$ cat config.mk
export PLATFORM = sky130hd
export DESIGN_NAME = fetch_unit
export DESIGN_NICKNAME = d
export VERILOG_FILES = /design/src/rtl/fetch_unit.sv
export SDC_FILE = /design/constraint.sdc
export NUM_CORES = 1
export LEC_CHECK = 0
export ABC_CLOCK_PERIOD_IN_PS = 3300
export CORE_ASPECT_RATIO = 0.8
export CORE_MARGIN = 4
export CORE_UTILIZATION = 35
export DETAILED_ROUTE_END_ITERATION = 10
export SLEW_MARGIN = 25
export SYNTH_ARGS = -nofsm -noshare
export SYNTH_HDL_FRONTEND = slang
export SYNTH_SLANG_ARGS = --single-unit
$ cat constraint.sdc
create_clock -name clk -period 3.3 [get_ports clk]
set_clock_uncertainty 0.15 [all_clocks]
set_input_delay 0.66 -clock clk [delete_from_list [all_inputs] [get_ports clk]]
set_output_delay 0.66 -clock clk [all_outputs]
set_load 0.005 [all_outputs]
$ cat src/rtl/fetch_unit.sv
// Instruction fetch stage: holds PC and IR, decodes IR fields, and resolves
// conditional branches against ALU status. Halts permanently on HLT until reset.
module fetch_unit (
  input  logic        clk,
  input  logic        rst_f,
  input  logic        pc_write,
  input  logic        br_en,
  input  logic [3:0]  stat,
  input  logic [31:0] im_data,
  output logic [15:0] pc_out,
  output logic [3:0]  opcode,
  output logic [3:0]  mm,
  output logic [3:0]  rd,
  output logic [3:0]  rs,
  output logic [3:0]  rt,
  output logic [15:0] imm,
  output logic        br_taken,
  output logic        halted,
  output logic [15:0] instr_cnt
);

  localparam logic [3:0] OP_BRA = 4'b0100;
  localparam logic [3:0] OP_BRR = 4'b0101;
  localparam logic [3:0] OP_BNE = 4'b0110;
  localparam logic [3:0] OP_BNR = 4'b0111;
  localparam logic [3:0] OP_HLT = 4'b1111;

  logic [15:0] pc_p0;
  logic [31:0] ir_p0;
  logic [15:0] cnt_p0;
  logic        halt_p0;
  logic        bt_p0;

  logic        cond;
  logic        taken;
  logic [15:0] target;

  function automatic logic [15:0] sat_inc(input logic [15:0] v);
    return (v == 16'hFFFF) ? 16'hFFFF : v + 16'd1;
  endfunction

  // Branch resolution always looks at the IR and PC held before the edge
  always_comb begin
    cond   = |(stat & ir_p0[27:24]);
    taken  = 1'b0;
    target = ir_p0[15:0];
    unique case (ir_p0[31:28])
      OP_BRA: taken = cond;
      OP_BRR: begin
        taken  = cond;
        target = pc_p0 + ir_p0[15:0];
      end
      OP_BNE: taken = ~cond;
      OP_BNR: begin
        taken  = ~cond;
        target = pc_p0 + ir_p0[15:0];
      end
      default: taken = 1'b0;
    endcase
  end

  // ---- state update: fetch, then branch redirect overrides PC ----
  always_ff @(posedge clk) begin
    if (!rst_f) begin
      pc_p0   <= 16'h0000;
      ir_p0   <= 32'h0;
      cnt_p0  <= 16'h0000;
      halt_p0 <= 1'b0;
      bt_p0   <= 1'b0;
    end else begin
      bt_p0 <= 1'b0;
      if (!halt_p0) begin
        if (pc_write) begin
          ir_p0   <= im_data;
          pc_p0   <= pc_p0 + 16'd1;
          cnt_p0  <= sat_inc(cnt_p0);
          halt_p0 <= (im_data[31:28] == OP_HLT);
        end
        if (br_en && taken) begin
          pc_p0 <= target;
          bt_p0 <= 1'b1;
        end
      end
    end
  end

  assign pc_out    = pc_p0;
  assign opcode    = ir_p0[31:28];
  assign mm        = ir_p0[27:24];
  assign rd        = ir_p0[23:20];
  assign rs        = ir_p0[19:16];
  assign rt        = ir_p0[15:12];
  assign imm       = ir_p0[15:0];
  assign br_taken  = bt_p0;
  assign halted    = halt_p0;
  assign instr_cnt = cnt_p0;

endmodule
## Yosys cells after proc, flatten, opt, wreduce, memory -nomap -nowiden

Cells that the tools add are included.

- Flip-flop bits (word level): 66
- Input port bits: 40
- Output and inout port bits: 70
- Logic and storage cells: 35

- Add/subtract/negate cells: 3
- Equality and inequality tests: 6
- Mux-type cells: 8
- Bitwise gates (word level): 4
- Reduce and logical (&&, ||, !) cells: 9

Operator list:

| operator | count |
|---|---|
| 16-bit two-way mux | 4 |
| 16-bit by 1-bit adder with 16-bit output, second input constant | 2 |
| 16-bit adder | 1 |
| 16-bit equality test, second input constant | 1 |
| 4-bit by 3-bit equality test with 1-bit output, second input constant | 4 |
| 2-bit OR reduction | 4 |
| 4-bit AND | 1 |
| 4-bit equality test, second input constant | 1 |
| 2-bit AND reduction | 2 |
| 4-bit OR reduction | 1 |
| 1-bit two-way mux | 3 |
| 1-bit NOT | 3 |
| 1-bit case mux with 2 select lines | 1 |
| 2-bit nonzero test | 1 |
| 1-bit logical AND | 1 |

## Logic depth before layout (Yosys ltp)

Gate-level depths: netlist of run 1.

- Word-level depth: 7
- Depth in mapped cells: 9
- Mapped depth without buffers: 8

## Least setup slack after synthesis of run 1

Ideal clock, no wire load.

- Kind: register -> register
- From: reg pc_p0[0] (netlist: pc_out[0])
- To: reg pc_p0[12] (netlist: pc_out[12])
- Library setup time: 0.103 ns
- Data arrival time: 2.260 ns
- Data required time: 3.047 ns
- Path slack: 0.787 ns
- Cell stages (with the launch flop): 9
- Buffers on the path: 0
- Period minus slack after synthesis: 2.513 ns
- Path through: dfxtp_1 -> ha_1 -> fa_1 -> a21o_1 -> a311oi_1 -> o21ai_0 -> a31oi_1 -> xor2_1 -> a2111oi_2

- Longest elaborated chain between the ends: 3
- Elaborated cells on any way between the ends: 5
- Those cells by class: add/sub: 2; mux: 3

Ends and longest elaborated chain:

| item | RTL line | source |
|---|---|---|
| start: declaration | 28 | `logic [15:0] pc_p0;` |
| start signal: assignment | 75 | `pc_p0 <= pc_p0 + 16'd1;` |
| start signal: assignment | 80 | `pc_p0 <= target;` |
| 16-bit by 1-bit adder with 16-bit output / 16-bit adder (equally long branches) | 75, 51, 56 |  |
| 16-bit two-way mux (on tied branches) | n/a |  |
| 16-bit two-way mux * | 79 | `if (br_en && taken) begin` |

Mark *: on every way between the ends. The rest lies on a longest branch, timed or not. The select of a mux whose other input is x is not followed.
A chain may end at the register's enable or synchronous reset.

## Worst setup path after layout of run 1

- From: reg ir_p0[0]
- To: reg pc_p0[12] (netlist: pc_out[12])

- Longest elaborated chain between the ends: 3

Ends and longest elaborated chain:

| item | RTL line | source |
|---|---|---|
| start: declaration | 29 | `logic [31:0] ir_p0;` |
| start signal: assignment | 74 | `ir_p0 <= im_data;` |
| 16-bit adder | 51, 56 |  |
| 16-bit two-way mux | n/a |  |
| 16-bit two-way mux | 79 |  |

No other way between the ends.

==> flow_results.org, run 1 <==
** Outcome
- Run status :: finished clean

** Yosys
- After synthesis the cells add up to between 4000 and 5000 sq um.
- Most instantiated library cell after synthesis :: sky130_fd_sc_hd__nand2_1
- Of the total synthesized cell area, the portion taken by XOR and XNOR cells is ~4.8%.
- Sequential-to-total area share from yosys stat :: between 30 and 40%
- Number of different library cells in the post-synthesis netlist :: 65
- Synth Area in Compound Gates :: 23.24%
- Synthesized netlist cell count :: 520
- After synthesis the netlist holds a flip-flop and latch count of between 60 and 70.
- Number of nets in the synthesized netlist :: between 500 and 600
- After Yosys synthesis, full adders, half adders and majority gates account for between 5 and 6% of the synthesized area.
- The largest total area in the synthesized netlist belongs to sky130_fd_sc_hd__dfxtp_1.
- Of the post-synthesis cell area, the part taken by muxes is ~1.3%.
- EDFF count, synth :: 0
- Async set-or-reset flop fraction in the synthesized netlist :: 0%
- Ranking of synthesized cells by instance count :: sky130_fd_sc_hd__nand2_1 (105), sky130_fd_sc_hd__a21oi_1 (68), sky130_fd_sc_hd__dfxtp_1 (66)
- Fraction of post-synthesis cell area in the top cell type by area :: between 30% and 40%
- Post-synthesis share of cell area spent on and, or, nand and nor gates :: between 20% and 30%
- Post-Synthesis Mean Instance Area :: 7.692 sq um
- Most used flip-flop cell after synthesis :: sky130_fd_sc_hd__dfxtp_1
- By area, the combinational part of the netlist is dominated by simple AND/OR/NAND/NOR gates.
- Synthesis warning total :: 0
- In the post-synthesis netlist, the biggest area contributors are sky130_fd_sc_hd__dfxtp_1 (33%), sky130_fd_sc_hd__nand2_1 (9.9%), sky130_fd_sc_hd__a21oi_1 (8.5%).

** Global route
- Met2 usage in global routing :: between 20% and 30%
- Global routing used 25.47% of the available met1 tracks.
- Antenna violations before repair :: 0
- Largest net degree at the start of global routing :: 34
- After global routing the overflow that remains totals 0.
- First-pass GRT wire length :: ~20,000 um
- Number of global-route vias before repair :: about 3,900
- For met3 alone, demand over resource in global routing was 6.687%.
- Global router's overall resource usage :: a little under a fifth
- Busiest grt layer :: met2

** Clock tree
- In this run the post-CTS setup repair buffer count came out at 0.
- Cts hold-fix bufs :: 0
- Clock latency at the later pin of the worst-skew pair :: 330 ps
- Maximum level of the CTS H-tree :: 3
- CTS saw 66 sinks.
- Once the clock tree was built, the resizer swapped 0 gates to a different size.
- After clock tree synthesis, the clock-pin slew on the worst setup and hold paths is approximately 50 ps.
- TritonCTS built the clock tree.
- Largest buffer count on any clock path :: 2
- CTS Buf Count :: 9
- Root buf cell :: sky130_fd_sc_hd__clkbuf_16

** Detailed routing
- Across all layers, the routed design uses approximately 4,200 vias.
- Antenna Violating Nets Remaining :: 0
- In this run, the number of DRC markers left after iteration 0 of detailed routing was approximately 350.
- Remaining DRCs :: 0
- Ratio of routed vias to standard cells :: between 5 and 6
- DRT Wirelength :: about 12,000 um
- The pre-antenna-repair detailed-routing pass consisted of 5 iterations.
- Average wire per standard cell :: roughly 16 um

** Hold path
- The worst hold path belongs to the class flip-flop to flip-flop.

** Setup path
- Following the worst setup path forward leads to its endpoint at pc_out[12].
- Counting cells, the worst reg-to-reg path comes to 8.
- In this run the number of cells on the critical path is 8.
- Cell family with the largest share of critical-path delay :: compound AO/OA/AOI/OAI gates
- Data on the critical path is required at its endpoint by between 3000 and 4000 ps.
- The worst register-to-register path ends at pc_out[12].
- Crit path cell chain :: ha_1 -> fa_1 -> a21o_1 -> a311oi_1 -> o21ai_0 -> a31oi_1 -> xor2_1 -> a2111oi_2
- Crit path capture type :: flip-flop
- Setup slack on the worst flop-to-flop path :: between 400 and 500 ps
- Slowest stage delay, CP :: between 400 and 500 ps
- For this design, the slowest cell found on the critical path is sky130_fd_sc_hd__fa_1.
- The critical path in this run is classified as flip-flop to flip-flop.
- CP Launch Point :: ir_p0[0]
- The worst setup path is launched from a flip-flop.
- Count of buffer and inverter cells on the critical path :: 0
- Critical path data arrival time :: 2880 ps
- Worst reg2reg path startpoint :: ir_p0[0]
- Along the worst path, the maximum fanout reaches 4.

** Floorplanning
- Measured along the y axis, the die boundary spans roughly 100 um.
- Starting density of the core :: about 36%
- The die covers 13,210 sq um.
- Die boundary width :: roughly 130 um
- The floorplan has 34 rows.
- I/O pins :: 110
- Core outline area :: between 10,000 and 15,000 sq um

** Placement
- Routability-driven placement finished with a final weighted congestion of between 0.8 and 0.9.
- IO buf count :: between 100 and 150
- Placed cell area :: between 5000 and 6000 sq um
- Detailed placement ended at an HPWL of 9317 um.

** Final layout
- Counting the fill cells in the layout gives 1,059.
- Final std cell area, no fill :: roughly 5500 sq um
- Fraction of layout cells with a size suffix above 1 :: 6.311%
- Antenna diode count :: 0
- Area growth from synthesis to final layout :: 36.44%
- The net count of the finished layout is approximately 670.

** Timing
- Static timing analysis puts the maximum clock frequency at between 0.3 and 0.4 GHz.
- Crit share post-route :: between 80% and 90%
- The max-slew violation total from the final report is 0.
- Tightest Pin Transition :: about 740 ps
- Final setup fails :: 0
- Number of hold-slack violations in the final timing report :: 0
- Setup repair after global routing missed its margin :: no
- The worst path needs 2805 ps of the cycle, external delays included.
- Relative slew slack :: 50.29%
- Setup total negative slack on the finished layout was measured at 0 ps.

** Pwr
- Portion of total power attributed to sequential cells :: between 40% and 50%
- The internal portion of the total power is ~1.6 mW.
- Clk pwr share :: roughly 46%
- Net switching is a little under a quarter of the power.
- Gate power share :: between 10% and 20%
- Net Switching :: 0.5078 mW
- For this design the ratio of total power to cell area is 389.5 nW/um^2.
- Leakage :: between 1.5 and 2 nW
- IR analysis of the VDD net gives a maximum drop of roughly 0.26 mV.

** Flow run
- MaxCap Viol Count :: 0
==> worst min-delay path, delay by kind of cell, from the launching register on <==
family | cells | cell delay, ps
AOI/OAI and AO/OA | 1 | 50
and+or+nand+nor | 1 | 50
DFF | 1 | 310
==> worst min-delay path by stage <==
stage	cells after the start	to	start	slack [ps]
2_1_floorplan	2	ir_p0[16]	ir_p0[16]	300
3_3_place_gp	2	ir_p0[16]	ir_p0[16]	290
3_5_place_dp	2	ir_p0[21]	ir_p0[21]	300
4_1_cts	2	ir_p0[21]	ir_p0[21]	310
5_1_grt	2	ir_p0[23]	ir_p0[23]	330
6_report	2	ir_p0[21]	ir_p0[21]	300
==> power groups by stage <==
stage / clock network [mW] / registers, mW / logic, mW
after floorplan: 0 / 0.872 / 0.134
after global placement: 0 / 0.876 / 0.277
after detailed placement: 0 / 0.878 / 0.281
after CTS: 1.00 / 0.861 / 0.283
after global routing: 1.04 / 0.866 / 0.309
final: 0.984 / 0.861 / 0.281
==> cells in the final DEF, fill, tap and decap left out, drive strengths merged, types with 6 or more instances in the layout <==
cell,synthesis,layout
clkdlybuf4s50,0,109
xnor2,11,11
o211ai,6,6
and3,6,6
xor2,11,11
nand4,10,10
a21o,7,7
a211oi,7,7
clkbuf,17,13
nand3,23,23
nand2,105,105
buf,18,9
dfxtp,66,66
nor3,10,10
nor2,29,29
a21oi,68,68
a31oi,10,10
ha,17,17
o21ai,25,25
==> cell type report <==
type / count / area (sq um) / share of cell area (%)
clock buffer: 13 / 270.3 / 4.952
clock inverter: 2 / 35.03 / 0.6419
inverter: 5 / 18.77 / 0.3439
multi-input combinational: 414 / 2474 / 45.32
sequential: 66 / 1321 / 24.21
tap: 144 / 180.2 / 3.301
timing repair buffer: 118 / 1159 / 21.23
==> per-stage QoR <==
step / utilization [%] / instances / hold slack [ps] / setup slack (ps) / total power, mW
after floorplan: - / 520 / 302.7 / 786.6 / 1.006
after global placement: 46.76 / 747 / 292.3 / 488.8 / 1.153
after detailed placement: 46.76 / 747 / 299.4 / 404.9 / 1.158
after CTS: 49.53 / 762 / 307.7 / 534.5 / 2.145
after global routing: 49.53 / 762 / 330.3 / 375.5 / 2.218
final: 49.53 / 762 / 303.9 / 495.2 / 2.126
==> cells by family after synthesis <==
| family | after synthesis |
|---|---|
| AO/OA/AOI/OAI | 151 |
| AND/OR/NAND/NOR | 218 |
| adder cells (fa/ha/maj) | 18 |
| flip-flops | 66 |
| buffers and inverters | 40 |
| multiplexers | 5 |
| XOR/XNOR | 22 |
==> layer usage <==
layer | wire length (um) | up-vias | share of wire, %
met4 | 155 | 0 | 1.2
li1 | - | 2068 | -
met1 | 6018 | 1934 | 48
met3 | 1002 | 18 | 8.0
met2 | 5286 | 144 | 42
met5 | 0 | - | 0
==> registers in the layout, summed over array words and instances (netlist names) <==
signal	count
ir_p0	32
instr_cnt	16
pc_out	16
br_taken	1
halted	1
Note: power is estimated with default switching activity, not from simulation.
==> inputs of run 2 (changes only) <==
--- a/config.mk
+++ b/config.mk
@@ -5,7 +5,7 @@
 export SDC_FILE = /design/constraint.sdc
 export NUM_CORES = 1
 export LEC_CHECK = 0
-export ABC_CLOCK_PERIOD_IN_PS = 3300
+export ABC_CLOCK_PERIOD_IN_PS = 2440
 export CORE_ASPECT_RATIO = 0.8
 export CORE_MARGIN = 4
 export CORE_UTILIZATION = 35
==> constraint.sdc (replaced) <==
create_clock -name clk -period 2.44 [get_ports clk]
set_clock_uncertainty 0.15 [all_clocks]
set_input_delay 0.488 -clock clk [delete_from_list [all_inputs] [get_ports clk]]
set_output_delay 0.488 -clock clk [all_outputs]
set_load 0.005 [all_outputs]
==> flow_results.org, run 2 (synthesis gave the netlist of run 1 again) <==
** Final layout
- The cell area after layout was 5869 sq um (+7.5%).
- Fraction of layout cells with a size suffix above 1 :: 14.24% (+7.9 points)
- The number of flip-flops under the largest register name is 32 (unchanged).
- Net total in the final layout :: 720 (+7.1%)
- Relative to the synthesized area, the layout overhead comes to 46.73%.
- The final core area utilization came to 53.27% (+3.7 points).
- Leading cell type in the layout, fill and taps excluded :: sky130_fd_sc_hd__clkdlybuf4s50_1
- Commonest cells after routing, fill and taps aside :: sky130_fd_sc_hd__clkdlybuf4s50_1 (109), sky130_fd_sc_hd__nand2_1 (105), sky130_fd_sc_hd__a21oi_1 (67), sky130_fd_sc_hd__dfxtp_1 (64), sky130_fd_sc_hd__buf_4 (54)
- The antenna diode count is 0 (unchanged).
- Largest register by flop count :: ir_p0

** Pwr
- Power per Cell Area :: 475.0 nW/um^2 (+22%)
- PnR Total Power :: 2.788 mW (+31%)
- Leakage :: 2.265 nW (+14%)
- Worst IR Drop VDD :: 0.4673 mV (+77%)

** Placement
- Worst slack, placed :: -166.7 ps (-571.6 ps)
- The final HPWL from detailed placement came to 9804 um (+5.2%).
- The instance area after placement was 5552 sq um (+7.7%).
- The weighted congestion reported at the end of routability-driven placement came to 0.9265 (+3.5%).
- IO buf count :: 109 (unchanged)

** Floorplanning
- Die area :: 13,210 sq um (unchanged)
- I/O pins :: 110 (unchanged)
- The floorplan die width is 127.5 um (unchanged).
- Core outline area :: 11,020 sq um (unchanged)
- Starting density of the core :: 36.30% (unchanged)
- Height of the die :: 103.6 um (unchanged)
- FP Rows :: 34 (unchanged)

** Timing
- Crit share post-route :: 97.13% (+12 points)
- Minimum clock period :: 2370 ps (-434.9 ps)
- Fmax achieved :: 0.4219 GHz (+18%)
- The final-layout setup total negative slack is 0 ps (unchanged).
- The final number of setup-violating endpoints was 0 (unchanged).
- The max-slew violation total from the final report was 0 (unchanged).
- The actual slew at the worst max-slew pin is 509.6 ps (-233.8 ps).
- Number of hold-slack violations in the final timing report :: 0 (unchanged)
- Relative slew slack :: 66.02% (+16 points)
- The final worst-path setup slack came to 70.04 ps (-425.1 ps).

** Global route
- Global router's overall resource usage :: 19.83% (+1.4 points)
- The number of antenna violations at the first check in global routing was 0 (unchanged).
- Number of global-route vias before repair :: 4,175 (+6.9%)
- The largest net degree at the start of global routing was 43 (+26%).
- Total grt overflow :: 0 (unchanged)
- First-pass GRT wire length :: 21,400 um (+6.9%)

** Setup path
- Required time of the worst setup path :: 2520 ps (-850 ps)
- Critical path data arrival time :: 2450 ps (-430 ps)
- The buffers plus inverters on the worst setup path is 0 (unchanged).
- Top fanout value on the critical path :: 3 (-1)
- Grouping stages by cell kind, the critical path spends the most delay in compound AO/OA/AOI/OAI gates.
- The register-to-register setup slack is 70 ps (-430 ps).
- Worst Path Class, Setup :: flip-flop to flip-flop
- The critical path goes through ha_4 -> fa_2 -> a21o_1 -> a311oi_2 -> o21ai_2 -> a31oi_1 -> xor2_1 -> a2111oi_2.
- STA classifies the critical path startpoint as a flip-flop.
- The maximum cell stage delay along the critical path was 350 ps (-60 ps).
- Highest-delay cell along the critical path :: sky130_fd_sc_hd__a311oi_2
- Crit path capture type :: flip-flop

** Detailed routing
- The violation count after the first detailed-route iteration came to 395 (+13%).
- Ratio of routed vias to standard cells :: 5.408 (-1.0%)
- The wire length per cell was 16.38 um (+0.19%).
- The length of the first detailed-routing pass in iterations is 5 (unchanged).
- The total wire length was 13,290 um (+6.6%).
- The via count of the routed design is 4,386 (+5.3%).
- The remaining design rule violation count was 0 (unchanged).
- The number of nets still failing antenna checks after routing is 0 (unchanged).

** Clock tree
- The clock latency reported for the late side of the worst-skew pair was 330 ps (about the same).
- CTS Buf Count :: 9 (unchanged)
- Maximum level of the CTS H-tree :: 3 (unchanged)
- Sinks on Clock Net :: 66 (unchanged)
- Clock transition at the register clock pins on the worst setup and hold paths after CTS :: 60 ps (about the same)
- Root buf cell :: sky130_fd_sc_hd__clkbuf_16
- The largest buffer count on any clock path came to 2 (unchanged).
- Cts hold-fix bufs :: 0 (unchanged)
- TritonCTS built the clock tree.

** Outcome
- The flow ran to the end, and the final reports show no timing, DRC or antenna violations.

** Flow run
- MaxCap Viol Count :: 0 (unchanged)

** Hold path
- Min-Delay Path Class :: flip-flop to flip-flop
[run 2: changes by cell type in the layout (fill, tap and decap cells not counted), sizes merged]
cell and change:
clkinvlp +2, clkinv +2, clkbuf -2, bufinv -1
buf +48
[run 2: worst register-to-register path: cells and delay by family (launching register included)]
kind                     cells  cell delay (ps)
flip-flops                   1              330
AO/OA/AOI/OAI                5             1190
adder cells (fa/ha/maj)      2              510
XOR/XNOR                     1              110
[run 2: cell type report]
| cell class | instances | area, sq um |
|---|---|---|
| fillers | 1067 | 5149 |
| clock buffers | 11 | 242.7 |
| well taps | 144 | 180.2 |
| repair buffers | 166 | 1556 |
| flip-flops and latches | 66 | 1324 |
| clock inverters | 5 | 30.03 |
| inverters | 5 | 18.77 |
| multi-input cells | 414 | 2517 |
[run 2: per-stage QoR]
step,hold slack (ps),cells
floorplan,302.7,520
global placement,290.9,794
detailed placement,300.3,794
CTS,310.9,811
global route,330.2,811
finish,304.7,811
[run 2: worst paths after layout]
kind / startpoint / endpoint / cells after the start
min: ir_p0[22] / ir_p0[22] / 2
min reg2reg: ir_p0[22] / ir_p0[22] / 2
max: pc_out[0] / pc_out[12] / 8
max reg2reg: pc_out[0] / pc_out[12] / 8
[run 2: repair_timing]
item	in CTS	in global routing
resized for setup	0	8
gates cloned	0	0
buffers inserted	1	0
endpoints found under the setup margin	2	5
pin swaps	3	10
[run 2: power by group]
group	internal [mW]	switching, mW	leakage (nW)
sequential	1.12	0.0329	0.539
clock	0.709	0.484	0.131
combinational	0.239	0.204	1.59
[run 2: per-layer routing]
layer	vias to the layer above	wire (um)	global-route usage, %
li1	2159	-	-
met1	2017	6246	27.98
met2	194	5703	29.45
met3	16	1193	6.019
met4	0	144	4.824
met5	-	0	0
